`config.mk`:
```
export PLATFORM = sky130hd
export DESIGN_NAME = spi_byte_master
export DESIGN_NICKNAME = d
export VERILOG_FILES = /design/src/rtl/spi_byte_master.sv
export SDC_FILE = /design/constraint.sdc
export NUM_CORES = 1
export LEC_CHECK = 0
export ABC_AREA = 1
export CAP_MARGIN = 0
export CORE_ASPECT_RATIO = 0.9
export CORE_MARGIN = 2
export CORE_UTILIZATION = 47
export DETAILED_ROUTE_END_ITERATION = 8
export GPL_TIMING_DRIVEN = 0
export PLACE_DENSITY = 0.79
export SYNTH_ARGS = -nofsm -noshare
export SYNTH_HDL_FRONTEND = slang
export SYNTH_SLANG_ARGS = --single-unit
```
`constraint.sdc`:
```
create_clock -name CLK -period 1.2 [get_ports CLK]
set_input_delay 0.36 -clock CLK [delete_from_list [all_inputs] [get_ports CLK]]
set_output_delay 0.36 -clock CLK [all_outputs]
set_load 0.05 [all_outputs]
```
`src/rtl/spi_byte_master.sv`:
```
// spi_byte_master: single-byte SPI mode-0 master, MSB first.
// A rising edge on io_ctl runs one 8-bit exchange with the slave.
module spi_byte_master #(
   parameter int CLK_DIV = 2
) (
   input  logic       CLK,
   input  logic       RST_n,
   input  logic       io_ctl,
   input  logic [7:0] io_dataTxd,
   output logic [7:0] io_dataRxd,
   output logic       io_SCK,
   input  logic       io_MISO,
   output logic       io_MOSI,
   output logic       io_CSn
);

   localparam int DW = (CLK_DIV > 1) ? $clog2(CLK_DIV) : 1;
   localparam logic [DW-1:0] DIV_LAST = DW'(CLK_DIV - 1);

   typedef enum logic {
      IDLE,
      SHIFT
   } state_t;

   state_t        state_q;
   logic          ctl_q;
   logic [7:0]    tx_sh_q;
   logic [7:0]    rx_sh_q;
   logic [7:0]    rxd_q;
   logic [2:0]    bit_q;
   logic [DW-1:0] div_q;
   logic          sck_q;
   logic          csn_q;
   logic          mosi_q;

   logic start;
   logic half_end;

   assign start    = io_ctl & ~ctl_q;
   assign half_end = (div_q == DIV_LAST);

   always_ff @(posedge CLK or negedge RST_n) begin
      if (!RST_n) begin
         state_q <= IDLE;
         ctl_q   <= 1'b0;
         tx_sh_q <= '0;
         rx_sh_q <= '0;
         rxd_q   <= '0;
         bit_q   <= '0;
         div_q   <= '0;
         sck_q   <= 1'b0;
         csn_q   <= 1'b1;
         mosi_q  <= 1'b0;
      end else begin
         // ctl_q tracks io_ctl in every state so mid-transfer edges are consumed
         ctl_q <= io_ctl;
         unique case (state_q)
            IDLE: begin
               if (start) begin
                  tx_sh_q <= io_dataTxd;
                  mosi_q  <= io_dataTxd[7];
                  csn_q   <= 1'b0;
                  bit_q   <= '0;
                  div_q   <= '0;
                  state_q <= SHIFT;
               end
            end
            SHIFT: begin
               if (half_end) begin
                  div_q <= '0;
                  sck_q <= ~sck_q;
                  if (!sck_q) begin
                     rx_sh_q <= {rx_sh_q[6:0], io_MISO};
                  end else if (bit_q == 3'd7) begin
                     state_q <= IDLE;
                     rxd_q   <= rx_sh_q;
                     csn_q   <= 1'b1;
                     sck_q   <= 1'b0;
                     mosi_q  <= 1'b0;
                  end else begin
                     tx_sh_q <= {tx_sh_q[6:0], 1'b0};
                     mosi_q  <= tx_sh_q[6];
                     bit_q   <= bit_q + 3'd1;
                  end
               end else begin
                  div_q <= div_q + 1'b1;
               end
            end
            default: state_q <= IDLE;
         endcase
      end
   end

   assign io_dataRxd = rxd_q;
   assign io_SCK     = sck_q;
   assign io_MOSI    = mosi_q;
   assign io_CSn     = csn_q;

endmodule

```
======== Yosys cells after proc, flatten, opt, wreduce, memory -nomap -nowiden ========
Cells that the tools add are included.
word-level totals
  bits in registers ....................... 32
  input bits .............................. 12
  word-level logic and storage cells ...... 57
cells by class
  add/subtract/negate cells ............... 2
  equal/unequal tests ..................... 6
  muxes and demuxes ....................... 29
  bitwise operators ....................... 4
  reduce and logical (&&, ||, !) cells .... 6
operators with widths
  operator                                               number
  2-to-1 mux 7 bit                                       4
  2-to-1 mux 1 bit                                       15
  case mux 7 bit (2 select lines)                        1
  2-to-1 mux 3 bit                                       4
  AND reduction 4 bit                                    3
  case mux 1 bit (2 select lines)                        4
  inequality test 2 x 1 -> 1 bit, second input constant  3
  case mux 3 bit (2 select lines)                        1
  AND reduction 3 bit                                    2
  inequality test 2 bit, second input constant           2
  adder 3 x 1 -> 3 bit, second input constant            1
  == test 3 bit, second input constant                   1
  NOT 1 bit                                              3
  AND reduction 2 bit                                    1
  adder 1 bit, second input constant                     1
  AND 1 bit                                              1

======== Depth between registers and ports, before layout ========
  depth after elaboration ................. 5
  depth in mapped cells ................... 8
  gate-level depth less buffers ........... 7

======== Least setup slack after synthesis ========
No wires, ideal clock.
  path type ............................... register -> register
  start point ............................. reg sck_q, in the netlist io_SCK
  end point ............................... reg rxd_q[5], in the netlist io_dataRxd[5]
  setup time .............................. 0.119 ns
  arrival time ............................ 1.302 ns
  slack ................................... -0.221 ns
  cell stages (with the launch flop) ...... 7
  cells stage by stage .................... dfrtp_1 nand3_2 nor2_4 inv_2 buf_6 nand2_2 o21ai_2
on the way
  longest elaborated chain between the ends .. 1
RTL lines
  item                           RTL line  text
  from (decl)                    32        logic sck_q;
  from (signal assigned)         71        sck_q <= ~sck_q;
  AND reduction 4 bit (no line)  --
  to (signal assigned)           76        rxd_q <= rx_sh_q;
  to (decl)                      29        logic [7:0] rxd_q;
Every way passes these cells.
A chain may end at the register's enable or synchronous reset.

======== Worst setup path in the final report ========
  start point ............................. reg csn_q, in the netlist io_CSn
  end point ............................... out io_CSn
RTL lines
  item                    RTL line  text
  from (decl)             33        logic csn_q;
  from (signal assigned)  52        csn_q <= 1'b1;
  from (signal assigned)  62        csn_q <= 1'b0;
  from (signal assigned)  77        csn_q <= 1'b1;
  to (decl)               14        output logic io_CSn
No word-level cell between the ends.

==> impl_results.md <==
* GR Overflow Total at 0
* Synth Area in Compound Gates at 0.0970
* Xor and xnor area share after synthesis at 0
* Crit-path max FO at 2
* Mux cell area share after synthesis at 0
* LEAKAGE at 1.17 nW
* Least-Margin Pin Slew at 0.703 ns
* Mapped Area at 0.00146 mm2
* HPWL after detailed placement at 1970 um
* Tmin final at 1.44 ns
* Worst R2R Setup Slack at -0.16 ns
* Vias in the first global route at 1,408
* Commonest cells after routing, fill and taps aside: 39 x nand2_1, 30 x dfrtp_1, 19 x buf_6
* Wire per inst at 16.3 um
* Layout cells sized above 1 at 0.546
* TritonCTS Buffers at 5
* Final Non-Filler Cells at 258
* Sequential fraction of the synthesis area at 0.550
* Slowest stage delay, CP at 0.58 ns
* Syn Inst Count at 158
* Critical path class: flip-flop to primary output
* Unrepaired setup endpoints after global routing: yes
* Worst setup SP type: flip-flop
* Required @ worst endpoint at 0.84 ns
* CTS tree: done
* Starting density of the core at 0.487
* Cell count after placement at 222
* Clock Tree Buf Depth at 2
* Syn Area/Cell at 9.23 um2
* Max Cap Viol at 0
* Slew HR at 0.531
* Critical path's slowest cell: dfstp_2
* Post-Place Setup Slack at -0.482 ns
* Starting DRT DRC Count at 69
* Status: finished with violations
* Max IR drop VDD at 1.79 mV
* Smallest setup slack after layout at -0.239 ns
* Die width at 62.7 um
* Final nets at 230
* Critical path endpoint category: primary output
* Initial antenna violation count at 0
* DR pass1 iterations at 6
* Final Slew Violations at 0
* First-pass GRT wire length at 6440 um
* WP data arrival at 1.08 ns
* Reg2Reg Depth at 7
* Routed wire length at 4210 um
* Clock-pin slew on the worst setup and hold paths at 0.12 ns
* Yosys warns at 0
* Rows at 19
* Die ar. at 0.00356 mm2
* Distinct cells, synth at 17
* Most common cell after layout, fill and taps aside: nand2_1
* Crit. path cell count at 1
* DRC at 0
* Vias at 1,336
* IO Port Bufs at 22
* Largest net degree at the start of global routing at 33
* Max Freq at 0.695 GHz
* Antenna cells at 0
* Root Driver: clkbuf_4
* Synthesized net count at 173
* Final period util at 1.20
* GRT Resource Usage Total at 0.240
* Final Hold Viols at 0
* Layout area overhead at 67.8%
* Final RePlAce weighted congestion at 0.790
* Vias per Instance at 5.18
* Endpoints failing setup at 39
* Worst Skew at 0.0205 ns
* P per Cell Area at 2590 mW/mm2
* Failing checks: negative setup slack
* Seq cells post-synth at 32
* Post-Synth Adder-Cell Area at 0.0258
* Worst Hold Class: input port to asynchronous set/reset pin
* Setup TNS at -4.33 ns
* CTS Sinks at 32
* Final antenna-violating net count at 0
* Die height at 56.8 um
* Worst path bufs/invs at 1
* Critical path cell sequence: buf_8
* H-tree levels at 2
* Largest family of logic cells by synthesized area: simple AND/OR/NAND/NOR gates
* Post-Synth Simple-Gate Area at 0.260
* Io pins at 23
* CP delay by family, top: flip-flops
* Core ar. at 0.00300 mm2
* Clk_lat worst skew at 0.35 ns
==> what timing repair did <==
item	CTS	global route
gates resized for setup	117	41
endpoints found under the setup margin	38	42
pin swaps	7	10
gates cloned	2	1
endpoints found under the hold margin	0	0
buffers inserted	20	5
hold buffers	0	0
==> cell type report <==
| cell class | instances | area, um2 |
|---|---|---|
| timing repair buffer | 49 | 551 |
| inverter | 14 | 67.6 |
| buffer | 4 | 56.3 |
| tap | 42 | 52.6 |
| clock buffer | 5 | 37.5 |
| clock inverter | 3 | 42.5 |
| multi-input combinational | 109 | 836 |
| fill | 195 | 549 |
| sequential | 32 | 803 |
==> synth_stat cells <==
| library cell | n | area, um2 |
|---|---|---|
| buf_6 | 4 | 45.0 |
| nand2_1 | 67 | 251 |
| nor2_1 | 5 | 18.8 |
| dfrtp_1 | 31 | 776 |
| nand2_4 | 1 | 11.3 |
| o21ai_2 | 15 | 131 |
| o21ai_0 | 1 | 5.00 |
| nand3_2 | 2 | 20.0 |
| inv_2 | 2 | 7.51 |
| a21oi_1 | 1 | 5.00 |
| or2_1 | 1 | 6.26 |
| nand2_2 | 4 | 25.0 |
| nand3_1 | 7 | 35.0 |
| inv_1 | 12 | 45.0 |
| nor2_4 | 1 | 11.3 |
| dfstp_2 | 1 | 26.3 |
| ha_1 | 3 | 37.5 |
==> report_power, final <==
group          switching [mW]  leakage (nW)  internal, mW  total [mW]
Combinational            1.92         0.714          1.69        3.61
Clock                   0.394        0.0412         0.434       0.829
Sequential              0.403         0.414          1.49        1.90
==> metrics by stage <==
step / hold WS [ns] / util / area, um2 / total power, mW
2_1_floorplan: 0.0644 / - / 1490 / 3.33
3_3_place_gp: 0.457 / 0.589 / 1760 / 3.85
3_5_place_dp: 0.450 / 0.587 / 1760 / 3.92
4_1_cts: 0.0507 / 0.745 / 2230 / 5.66
5_1_grt: 0.0619 / 0.817 / 2450 / 6.68
6_report: 0.0359 / 0.817 / 2450 / 6.34
==> logic make-up (layout without fill, tap and decap cells) <==
group	Yosys count	count (layout)
adders and majority gates	3	3
DFF	32	32
and+or+nand+nor	88	89
AOI/OAI and AO/OA	17	17
buffers and inverters	18	75
==> sequential cells by signal, summed over array words and instances (netlist names) <==
name / flops
tx_sh_q: 7
io_SCK: 1
io_dataRxd: 8
bit_q: 3
io_CSn: 1
div_q: 1
ctl_q: 1
rx_sh_q: 8
state_q: 1
io_MOSI: 1
==> layer usage <==
layer / GRT usage / vias up / share of wire
li1: - / 607 / -
met1: 0.260 / 660 / 0.37
met2: 0.416 / 50 / 0.54
met3: 0.0842 / 19 / 0.053
met4: 0.121 / 0 / 0.037
met5: 0 / - / 0
==> worst register-to-register path, delay by kind of cell (launching register included) <==
kind                       cells  cell delay [ns]
DFF                            1             0.44
adders and majority gates      2             0.37
and+or+nand+nor                4             0.34
buffers and inverters          1             0.12
==> path summary, 6_finish.rpt <==
check,from,endpoint
hold / removal,RST_n,io_MOSI$_DFFE_PN0P_
setup reg to reg,bit_q[1]$_DFFE_PN0P_,tx_sh_q[0]$_DFFE_PN0P_
max in group asynchronous,RST_n,io_SCK$_DFFE_PN0P_
hold reg to reg,rx_sh_q[7]$_DFFE_PN0P_,rx_sh_q[7]$_DFFE_PN0P_
setup / recovery,io_CSn$_DFFE_PN1P_,io_CSn
min in group CLK,rx_sh_q[7]$_DFFE_PN0P_,rx_sh_q[7]$_DFFE_PN0P_
Power figures use the tool's default switching activity.
